[config.mk]
export PLATFORM = sky130hd
export DESIGN_NAME = wb_sevenseg_scan
export DESIGN_NICKNAME = d
export VERILOG_FILES = /design/src/rtl/wb_sevenseg_scan.sv
export SDC_FILE = /design/constraint.sdc
export NUM_CORES = 1
export LEC_CHECK = 0
export BUFFER_PORTS_ARGS = -buffer_cell sky130_fd_sc_hd__buf_2
export CELL_PAD_IN_SITES_DETAIL_PLACEMENT = 0
export CELL_PAD_IN_SITES_GLOBAL_PLACEMENT = 2
export CORE_ASPECT_RATIO = 1.1
export CORE_MARGIN = 3
export CORE_UTILIZATION = 32
export DETAILED_ROUTE_END_ITERATION = 8
export PLACE_DENSITY = 0.83
export SKIP_CTS_REPAIR_TIMING = 1
export SLEW_MARGIN = 5
export SYNTH_ARGS = -nofsm -noshare
export SYNTH_HDL_FRONTEND = slang
export SYNTH_SLANG_ARGS = --single-unit
[constraint.sdc]
create_clock -name clk -period 5.7 [get_ports clk]
set_input_delay 0.285 -clock clk [delete_from_list [all_inputs] [get_ports clk]]
set_output_delay 0.285 -clock clk [all_outputs]
set_load 0.02 [all_outputs]
[src/rtl/wb_sevenseg_scan.sv]
// Wishbone slave that scans four hex digits onto a multiplexed 7-segment display,
// with a blanking gap at the start of every digit slot to suppress ghosting.
module wb_sevenseg_scan #(
  parameter int unsigned SCAN_DIV   = 50000,
  parameter int unsigned BLANK_CYC  = 16,
  parameter bit          ACTIVE_LOW = 1'b1
) (
  input  logic        clk,
  input  logic        reset,
  input  logic        wb_stb_i,
  input  logic        wb_cyc_i,
  output logic        wb_ack_o,
  input  logic        wb_we_i,
  input  logic [31:0] wb_adr_i,
  input  logic [3:0]  wb_sel_i,
  input  logic [31:0] wb_dat_i,
  output logic [31:0] wb_dat_o,
  output logic [6:0]  seg,
  output logic        dp,
  output logic [3:0]  an
);

  localparam int unsigned PW = (SCAN_DIV > 1) ? $clog2(SCAN_DIV) : 1;
  localparam logic [PW-1:0] PRESC_LAST = PW'(SCAN_DIV - 1);
  localparam logic [PW-1:0] BLANK_END  = PW'(BLANK_CYC);

  logic [15:0]   digits_q;
  logic [8:0]    ctrl_q;
  logic          ack_q;
  logic [31:0]   dat_q;
  logic [PW-1:0] presc_q;
  logic [1:0]    idx_q;
  logic [3:0]    an_q, an_d;
  logic [6:0]    seg_q, seg_d;
  logic          dp_q, dp_d;

  logic        req;
  logic        in_blank;
  logic        run;
  logic [3:0]  en_mask;
  logic [3:0]  dp_mask;
  logic [31:0] rd_data;
  logic        unused_bits;

  assign req      = wb_stb_i & wb_cyc_i;
  assign run      = ctrl_q[8];
  assign en_mask  = ctrl_q[3:0];
  assign dp_mask  = ctrl_q[7:4];
  assign in_blank = (presc_q < BLANK_END);

  assign unused_bits = ^{wb_adr_i[31:4], wb_sel_i[3:2], wb_dat_i[31:16]};

  function automatic logic [6:0] hex_decode(input logic [3:0] v);
    case (v)
      4'h0: hex_decode = 7'h3F;
      4'h1: hex_decode = 7'h06;
      4'h2: hex_decode = 7'h5B;
      4'h3: hex_decode = 7'h4F;
      4'h4: hex_decode = 7'h66;
      4'h5: hex_decode = 7'h6D;
      4'h6: hex_decode = 7'h7D;
      4'h7: hex_decode = 7'h07;
      4'h8: hex_decode = 7'h7F;
      4'h9: hex_decode = 7'h6F;
      4'hA: hex_decode = 7'h77;
      4'hB: hex_decode = 7'h7C;
      4'hC: hex_decode = 7'h39;
      4'hD: hex_decode = 7'h5E;
      4'hE: hex_decode = 7'h79;
      default: hex_decode = 7'h71;
    endcase
  endfunction

  always_comb begin
    rd_data = '0;
    case (wb_adr_i[3:0])
      4'h0:    rd_data = {16'b0, digits_q};
      4'h4:    rd_data = {23'b0, ctrl_q};
      4'h8:    rd_data = {29'b0, in_blank, idx_q};
      default: rd_data = '0;
    endcase
  end

  // Bus side: ack rises one cycle after a request is seen, and the write lands on that edge.
  always_ff @(posedge clk) begin
    if (reset) begin
      ack_q    <= 1'b0;
      dat_q    <= '0;
      digits_q <= 16'h0000;
      ctrl_q   <= 9'h10F;
    end else begin
      ack_q <= req & ~ack_q;
      if (req && !ack_q) begin
        dat_q <= rd_data;
        if (wb_we_i) begin
          case (wb_adr_i[3:0])
            4'h0: begin
              if (wb_sel_i[0]) digits_q[7:0]  <= wb_dat_i[7:0];
              if (wb_sel_i[1]) digits_q[15:8] <= wb_dat_i[15:8];
            end
            4'h4: begin
              if (wb_sel_i[0]) ctrl_q[7:0] <= wb_dat_i[7:0];
              if (wb_sel_i[1]) ctrl_q[8]   <= wb_dat_i[8];
            end
            default: ;
          endcase
        end
      end
    end
  end

  assign wb_ack_o = req & ack_q;
  assign wb_dat_o = dat_q;

  // A disabled digit keeps its slot but stays fully dark, so the scan rate is unchanged.
  always_comb begin
    an_d  = 4'b0000;
    seg_d = 7'b0;
    dp_d  = 1'b0;
    if (run && !in_blank && en_mask[idx_q]) begin
      an_d  = 4'b0001 << idx_q;
      seg_d = hex_decode(digits_q[{idx_q, 2'b00} +: 4]);
      dp_d  = dp_mask[idx_q];
    end
  end

  always_ff @(posedge clk) begin
    if (reset) begin
      presc_q <= '0;
      idx_q   <= 2'd0;
      an_q    <= 4'b0000;
      seg_q   <= 7'b0;
      dp_q    <= 1'b0;
    end else begin
      if (run) begin
        if (presc_q == PRESC_LAST) begin
          presc_q <= '0;
          idx_q   <= idx_q + 2'd1;
        end else begin
          presc_q <= presc_q + 1'b1;
        end
      end
      an_q  <= an_d;
      seg_q <= seg_d;
      dp_q  <= dp_d;
    end
  end

  assign an  = ACTIVE_LOW ? ~an_q  : an_q;
  assign seg = ACTIVE_LOW ? ~seg_q : seg_q;
  assign dp  = ACTIVE_LOW ? ~dp_q  : dp_q;

endmodule

== Word-level counts from Yosys, hierarchy flattened ==
Memories as Yosys holds them, arrays and structs flattened. A register that Yosys moved wholly into a read port is not among the register bits.
Cells that the tools add are included.

* Add/subtract/negate cells: 2
* Order comparisons: 2
* Equal/unequal tests: 3
* Shift-type cells: 2
* Muxes and demuxes: 6
* Bitwise operators: 8
* Reductions and logical operators: 12

{| class="wikitable"
|+ Operators by type and width
! operator !! number
|-
| $pmux W16 S3 || 1
|-
| $add A16 B1 Y16 const B || 1
|-
| $eq A16 B16 Y1 const B || 1
|-
| $lt A16 B5 Y1 const B || 1
|-
| $mux W16 || 1
|-
| $reduce_and A4 Y1 || 4
|-
| $shiftx A16 B5 Y4 || 1
|-
| $not A7 Y7 || 1
|-
| $bmux W1 S2 || 2
|-
| $eq A4 B3 Y1 const B || 1
|-
| $eq A4 B4 Y1 const B || 1
|-
| $logic_not A4 Y1 || 1
|-
| $not A4 Y4 || 1
|-
| $shl A1 B2 Y4 const A || 1
|-
| $and A1 B1 Y1 || 3
|-
| $logic_and A1 B1 Y1 || 3
|-
| $lt A2 B3 Y1 const B || 1
|-
| $not A1 Y1 || 3
|-
| $add A2 B1 Y2 const B || 1
|-
| $logic_not A1 Y1 || 2
|-
| $mux W1 || 2
|-
| $reduce_and A2 Y1 || 1
|-
| $reduce_or A2 Y1 || 1
|}

* Bits in registers: 81
* Memory bits (read-only): 112
* Logic and storage cells: 46
* Memories kept: 1

{| class="wikitable"
|+ Memories
! memory !! depth !! bits a word !! rd ports !! clocked after memory_dff !! wr ports !! line !! text
|-
| (name not given) || 16 || 7 || 1 || 1 || 0 || 54 || <nowiki>case (v)</nowiki>
|}

== Depth between registers and ports, before layout ==
Gate-level depths: netlist of the first run.

* Depth in word-level cells: 6
* Mapped depth: 7
* Gate-level depth less buffers: 6

== Worst setup path after synthesis of the first run ==
Ideal clock, no wire load.

* Path kind: register -> register
* Start: reg idx_q[0]
* End: reg seg_q[1]
* Arrival time: 1.850 ns
* Required time: 5.605 ns
* Setup slack: 3.755 ns
* Cell stages (with the launch flop): 8
* Path buffers: 1
* Clock period less this slack: 1.945 ns
* Path through: dfxtp_1 buf_4 mux4_2 inv_1 ha_1 nor2_1 a21oi_1 a221oi_1

* Longest elaborated chain between the ends: 5

{| class="wikitable"
|+ Ends and longest elaborated chain
! item !! line !! text
|-
| from (decl) || 32 || <nowiki>logic [1:0] idx_q;</nowiki>
|-
| from (signal assigned) || 138 || <nowiki>idx_q <= idx_q + 2'd1;</nowiki>
|-
| $bmux W1 S2 || 120 || <nowiki>if (run && !in_blank && en_mask[idx_q]) begin</nowiki>
|-
| $mux W1 (implied by the code) || 120 ||
|-
| $logic_and A1 B1 Y1 || 120 ||
|-
| $not A1 Y1 (no source line) || n/a ||
|-
| $reduce_or A2 Y1 (no source line) || n/a ||
|-
| to (decl) || 34 || <nowiki>logic [6:0] seg_q, seg_d;</nowiki>
|}

Several ways; a longest one is shown, not always the timed one. The select of a mux whose other input is x is not followed.
A chain may end at the register's enable or synchronous reset.

== Worst setup path in the final report of the first run ==
Ends and elaborated chain as after synthesis.

==> results of run 1 <==
==> registers in the layout (all words and copies together), names as in the netlist, 2 cells and up <==
name,count
an_q,4
ctrl_q,9
digits_q,16
idx_q,2
presc_q,16
seg_q,7
wb_dat_o,16
==> area by class of cell <==
cell class | instances | area, um2 | share of cell area, %
clock buffer | 12 | 256 | 6.15
clock inverter | 3 | 65.1 | 1.56
inverter | 16 | 60.1 | 1.44
multi-input combinational | 271 | 1880 | 45.0
sequential | 72 | 1440 | 34.6
tap | 143 | 179 | 4.29
timing repair buffer | 57 | 290 | 6.96
==> cells in the mapped netlist (all sizes together) (2+ instances only) <==
cell type	instances	share of area, %
a211o	4	0.99
a211oi	3	0.63
a21oi	16	2.3
a221oi	3	0.74
a22oi	8	1.7
a32oi	2	0.49
and3	3	0.53
and4	3	0.74
buf	27	5.2
clkbuf	11	1.2
dfxtp	72	41
ha	8	2.8
inv	16	1.7
mux2	12	3.8
mux2i	34	9.6
mux4	4	2.5
nand2	16	1.7
nand2b	3	0.53
nand3	14	2.0
nand4	6	1.1
nor2	55	5.8
nor2b	6	1.1
nor3	12	2.3
nor3b	2	0.42
nor4	3	0.71
o21ai	4	0.56
o21bai	2	0.42
o2bb2ai	2	0.49
o31ai	3	0.63
or3	3	0.53
or4	4	0.95
xnor2	4	0.99
xor2	9	2.2
==> routing by layer <==
metal | part of all wire, % | up-vias | track usage (%) | wire length (um)
met2 | 46 | 47 | 21.5 | 3620
met1 | 49 | 1297 | 17.0 | 3870
li1 | - | 1398 | - | -
met5 | 0 | - | 0 | 0
met4 | 1.2 | 0 | 4.66 | 96
met3 | 3.9 | 8 | 3.48 | 308
==> final timing paths <==
check | startpoint | cells after the start | endpoint | slack (ns)
setup / recovery | idx_q[0] | 7 | seg_q[1] | 3.12
hold / removal | wb_dat_i[0] | 2 | ctrl_q[0] | 0.19
setup reg to reg | idx_q[0] | 7 | seg_q[1] | 3.12
hold reg to reg | wb_dat_o[14] | 2 | wb_dat_o[14] | 0.45
==> cell usage in the layout (no fill, tap or decap), types with 10 or more instances in the layout <==
| cell type | n |
|---|---|
| nor3_1 | 10 |
| nand2_1 | 16 |
| inv_1 | 16 |
| mux2_2 | 12 |
| dfxtp_1 | 72 |
| conb_1 | 16 |
| nand3_1 | 14 |
| buf_2 | 55 |
| mux2i_1 | 34 |
| nor2_1 | 55 |
| a21oi_1 | 16 |
==> worst reg2reg max path: stages (launching register included) <==
cell	delay (ns)
dfxtp_1	0.67
buf_4	0.31
mux4_2	0.60
inv_1	0.16
ha_1	0.27
nor2_1	0.11
a21oi_1	0.05
a221oi_1	0.31
==> kinds of logic (layout without fill, tap and decap cells) <==
logic type / Yosys count / count (layout) / share of synthesized area (%)
other cells: 1 / 16 / 0.106
buf+inv: 54 / 88 / 8.04
mux: 50 / 50 / 15.9
fa+ha+maj: 8 / 8 / 2.82
xor+xnor: 13 / 13 / 3.21
flops: 72 / 72 / 40.6
simple gates: 134 / 134 / 19.6
compound gates: 50 / 50 / 9.70
==> stage by stage <==
step                power [uW]  util, %
global placement           571     36.3
global route              1210     39.4
detailed placement         572     36.3
finish                    1160     39.4
floorplan                  564        -
CTS                       1180     39.4
==> report_power, final <==
part	internal, uW	switching (uW)
clock network	404	200
registers	507	2.32
logic	16.1	35.8
==> out/summary.txt, run 1 <==
Outcome: finished clean
Tmin final: 2.58 ns
Synth Cell Area: 3550 um2
Largest net degree at the start of global routing: 47
WL final: 7890 um
Final nets: 508
Bufs and invs on worst path: 2
Vias: 2750
Dpl cell area: 3850 um2
CP Launch Type: flip-flop
Clock transition at path regs: 0.06 ns
Peak VDD IR: 0.155 mV
Die Ht: 116 um
Pre-CTS WS: 3.13 ns
Design Area, Final: 4170 um2
Per-cell routed wire length: 13.7 um
Dpl cells: 559
Synth cell types: 46
Root Driver: clkbuf_16
Area growth syn-to-layout: 17.5%
Total leakage power: 0.00157 uW
Syn Inst Count: 382
I/O Buffers: 55
F_max: 0.387 GHz
Post-synthesis sequential area ratio: 40.6%
Synthesized area per cell: 9.29 um2
Total track usage: 13.2%
Die Area: 12400 um2
Number of H-tree levels: 3
Die W: 106 um
Ys flop type: dfxtp_1
Starting Density: 33.5%
I/O pin total: 118
DPL Wire Length: 5640 um
Post-Layout Cell Count: 574
Hold Path Class: primary input to flip-flop
CP max stage delay: 0.67 ns
PD cells: 279 nW/um2
Worst hold margin: 0.190 ns
CTS tree: built
Vias/cell: 4.79
Final hold vios: 0
GPL Wtd Cong: 0.746
RSZ-0062 raised after global routing: false
Fin worst setup slack: 3.12 ns
Required time of the critical path: 5.92 ns
Final setup TNS: 0 ns
Async S/R FF share, synth: 0%
Worst slew margin: 14.4%
CP max FO: 11
Worst-Margin Slew: 1.28 ns
EDFF count, synth: 0
Setup crit end kind: flip-flop
Worst Path Arrival: 2.80 ns
Filler cell count: 1072
Initial drt markers: 89
Area of the core: 10600 um2
Final Setup Violations: 0
Antenna Diode Count: 0
Drt pass-1 iters: 4
First-pass GRT wire length: 12900 um
Max-slew violation count: 0
WS Path Type: flip-flop to flip-flop
Final period util: 45.3%
Crit path max-delay cell type: dfxtp_1
CTS Sinks: 72
Clock Skews: 0.00604 ns
Max-cap violations: 0
Count of state elements after synthesis: 72
Drt drc: 0
Clock latency on the worst-skew pair: 0.33 ns
Crit-path cells: buf_4 > mux4_2 > inv_1 > ha_1 > nor2_1 > a21oi_1 > a221oi_1
Fraction of layout cells with a size suffix above 1: 21.8%
Row count: 39
Antenna-violating nets left: 0
CTS Buffer Depth: 2
Congestion Overflow GR: 0
CTS Buf Count: 9
Initial antenna violation count: 0
CP top delay family: flip-flops
Synth warnings: 0
Vias in the first global route: 2605
No activity file was read; power rests on OpenSTA's default activity.
==> inputs of run 2 (changes only) <==
--- a/config.mk
+++ b/config.mk
@@ -5,14 +5,15 @@
 export SDC_FILE = /design/constraint.sdc
 export NUM_CORES = 1
 export LEC_CHECK = 0
+export ABC_AREA = 1
 export BUFFER_PORTS_ARGS = -buffer_cell sky130_fd_sc_hd__buf_2
 export CELL_PAD_IN_SITES_DETAIL_PLACEMENT = 0
 export CELL_PAD_IN_SITES_GLOBAL_PLACEMENT = 2
 export CORE_ASPECT_RATIO = 1.1
 export CORE_MARGIN = 3
-export CORE_UTILIZATION = 32
+export CORE_UTILIZATION = 27
 export DETAILED_ROUTE_END_ITERATION = 8
-export PLACE_DENSITY = 0.83
+export PLACE_DENSITY = 0.77
 export SKIP_CTS_REPAIR_TIMING = 1
 export SLEW_MARGIN = 5
 export SYNTH_ARGS = -nofsm -noshare
==> constraint.sdc (replaced) <==
create_clock -name clk -period 2.7 [get_ports clk]
set_input_delay 0.135 -clock clk [delete_from_list [all_inputs] [get_ports clk]]
set_output_delay 0.135 -clock clk [all_outputs]
set_load 0.02 [all_outputs]
==> run 2 against run 1 <==
Global-route usage down 0.22 points. Die area up 21%. Clock power up 86%. Routed wire length up 18%. Combinational power up 120%. Sequential share of layout area down 0.64 points. Utilization down 6.5 points. Clock skew down 0.0018 ns. Power up 99%. Sequential power up 110%. Non-clock buffer count unchanged. Highest routed layer unchanged. Synthesized cell count up 34%.
==> out/summary.txt, run 2 <==
Synth top area share: 39.5% (was 40.6%)
CTS Buffer Depth: 2 (unchanged)
Setup crit end kind: flip-flop (unchanged)
Number of H-tree levels: 3 (unchanged)
Clock Skews: 0.00423 ns (was 0.00604 ns)
Switching pwr: 504 uW (was 238 uW)
Final setup TNS: 0 ns (unchanged)
CTS Buf Count: 9 (unchanged)
Hold path startpoint: wb_dat_i[3] (was wb_dat_i[0])
Clock latency on the worst-skew pair: 0.32 ns (was 0.33 ns)
I/O Buffers: 55 (unchanged)
Drt drc: 0 (unchanged)
Post-synthesis sequential area ratio: 39.5% (was 40.6%)
WL final: 9300 um (was 7890 um)
Worst-Margin Slew: 0.562 ns (was 1.28 ns)
Fin worst setup slack: 0.754 ns (was 3.12 ns)
Final hold vios: 0 (unchanged)
Combinational Power Share: 5.0% (was 4.5%)
Antenna Diode Count: 0 (unchanged)
Peak VDD IR: 0.285 mV (was 0.155 mV)
Clock transition at path regs: 0.06 ns (about the same)
Async S/R FF share, synth: 0% (unchanged)
Share of power burned in registers: 46.5% (was 43.7%)
Worst R2R Start: idx_q[0] (unchanged)
Synth warnings: 0 (unchanged)
Filler cell count: 1446 (was 1072)
Largest net degree at the start of global routing: 28 (was 47)
Initial drt markers: 111 (was 89)
Total track usage: 13.0% (was 13.2%)
Met1 wire length: 4320 um (was 3870 um)
Top sig layer: met4 (unchanged)
Antenna-violating nets left: 0 (unchanged)
F_max: 0.514 GHz (was 0.387 GHz)
Top cells by area, synth: dfxtp_1 40%, nand2_1 13%, nor2_1 7.4%, nand3_1 4.8%, inv_1 4.2% (was dfxtp_1 41%, mux2i_1 9.6%, nor2_1 5.8%, mux2_2 3.8%, buf_4 3.6%)
Vias: 3176 (was 2750)
Required time of the critical path: 2.95 ns (was 5.92 ns)
Starting Density: 28.2% (was 33.5%)
CP Launch Type: flip-flop (unchanged)
Vias/cell: 4.41 (was 4.79)
R2r endpoint: seg_q[3] (was seg_q[1])
Synth cell types: 37 (was 46)
Die Area: 14900 um2 (was 12400 um2)
CTS tree: built (unchanged)
Most common cell after layout, fill and taps aside: nand2_1 (was dfxtp_1)
Final nets: 642 (was 508)
CP max FO: 12 (was 11)
Initial antenna violation count: 0 (unchanged)
First-pass GRT wire length: 15100 um (was 12900 um)
Total leakage power: 0.00184 uW (was 0.00157 uW)
Metal3 WL: 400 um (was 308 um)
Worst Path Arrival: 2.20 ns (was 2.80 ns)
Row count: 43 (was 39)
Worst R2R Setup Slack: 0.75 ns (was 3.12 ns)
Congestion Overflow GR: 0 (unchanged)
Multi-input gate area: 1850 um2 (was 1880 um2)
Pint: 1810 uW (was 926 uW)
GPL Wtd Cong: 0.833 (was 0.746)
Worst slew margin: 62.5% (was 14.4%)
Switching Fraction: 21.8% (was 20.4%)
Drt pass-1 iters: 4 (unchanged)
Area growth syn-to-layout: 16.5% (was 17.5%)
I/O pin total: 118 (unchanged)
Storage cell area: 1440 um2 (unchanged)
Synth Cell Area: 3650 um2 (was 3550 um2)
Count of state elements after synthesis: 72 (unchanged)
Area of the core: 12900 um2 (was 10600 um2)
Final Setup Violations: 0 (unchanged)
Worst hold margin: 0.0236 ns (was 0.190 ns)
Fraction of layout cells with a size suffix above 1: 20.1% (was 21.8%)
Hold endpoint: ctrl_q[3] (was ctrl_q[0])
PD cells: 544 nW/um2 (was 279 nW/um2)
DPL Wire Length: 7090 um (was 5640 um)
Final period util: 72.1% (was 45.3%)
Syn Inst Count: 510 (was 382)
Root Driver: clkbuf_16 (unchanged)
Design Power: 2310 uW (was 1160 uW)
Largest area contributor in the netlist: dfxtp_1 (unchanged)
Vias in the first global route: 2985 (was 2605)
Die W: 117 um (was 106 um)
Per-cell routed wire length: 12.9 um (was 13.7 um)
Pre-CTS WS: 0.762 ns (was 3.13 ns)
CTS Sinks: 72 (unchanged)
Worst r2r path cells: 9 (was 7)
Tmin final: 1.95 ns (was 2.58 ns)
RSZ-0062 raised after global routing: false (unchanged)
Clk pwr share: 48.4% (was 51.8%)
Hold path cells: 3 (was 2)
Die Ht: 128 um (was 116 um)
EDFF count, synth: 0 (unchanged)
Post-synth top cells: 122 x nand2_1, 72 x dfxtp_1, 72 x nor2_1 (was 72 x dfxtp_1, 55 x nor2_1, 34 x mux2i_1)
Max-slew violation count: 0 (unchanged)
WS Path Type: flip-flop to flip-flop (unchanged)
Max-cap violations: 0 (unchanged)
Synthesized area per cell: 7.15 um2 (was 9.29 um2)
Ys flop type: dfxtp_1 (unchanged)
Most frequent cells in the layout: 122 x nand2_1, 72 x nor2_1, 72 x dfxtp_1 (was 72 x dfxtp_1, 55 x nor2_1, 55 x buf_2)
Routed wl met2: 4470 um (was 3620 um)
Hold Path Class: primary input to flip-flop (unchanged)
Most common cell in the netlist: nand2_1 (was dfxtp_1)
Outcome: finished clean (unchanged)
-- run 2: stage by stage --
stage | area, um2 | cells | util (%)
after CTS | 4250 | 720 | 32.9
after detailed placement | 3970 | 707 | 30.7
after floorplan | 3700 | 525 | -
final | 4250 | 720 | 32.9
after global placement | 3970 | 707 | 30.7
after global routing | 4250 | 720 | 32.9
-- run 2: worst max-delay path by stage --
stage               startpoint  endpoint  slack (ns)  depth (start not counted)
finish                idx_q[0]  seg_q[3]        0.75                          9
global route          idx_q[0]  seg_q[5]        0.56                          9
CTS                   idx_q[0]  seg_q[3]        0.74                          9
detailed placement    idx_q[0]  seg_q[3]        0.76                          9
global placement      idx_q[0]  seg_q[3]        0.76                          9
floorplan             idx_q[0]  seg_q[3]        1.16                         10
-- run 2: kinds of logic (layout without fill, tap and decap cells) --
logic type / after synthesis / in the layout / synth area share (%)
AOI/OAI and AO/OA: 70 / 70 / 11.1
buffers and inverters: 83 / 121 / 11.4
other: 1 / 16 / 0.103
adders and majority gates: 8 / 8 / 2.74
DFF: 72 / 72 / 39.5
and+or+nand+nor: 274 / 274 / 34.6
xor gates and xnor gates: 2 / 2 / 0.480
-- run 2: power groups by stage --
stage	logic, uW	clock network [uW]	registers [uW]
4_1_cts	118	1150	1080
3_3_place_gp	117	0	1100
6_report	116	1120	1080
2_1_floorplan	94.3	0	1100
5_1_grt	131	1190	1080
3_5_place_dp	118	0	1100
-- run 2: routing by layer --
metal / GRT usage (%) / vias to the layer above
met1: 16.6 / 1417
met4: 3.85 / 0
met2: 21.4 / 58
met5: 0 / -
met3: 3.26 / 8
li1: - / 1693
-- run 2: layout make-up --
class	count	area share, %
Multi-Input combinational cell	370	43.5
Sequential cell	72	33.9
Timing Repair Buffer	57	6.83
Clock buffer	13	6.60
Tap cell	157	4.62
Inverter	51	4.56
-- run 2: critical path, cell delays in order, from the launching register on --
cell and delay [ns]:
dfxtp_1 0.51, inv_2 0.19, nand2_1 0.09, nand3_1 0.09, nand2_1 0.25, inv_1 0.13, ha_1 0.23, nand3_1 0.14
nand3_1 0.11, a21oi_2 0.14
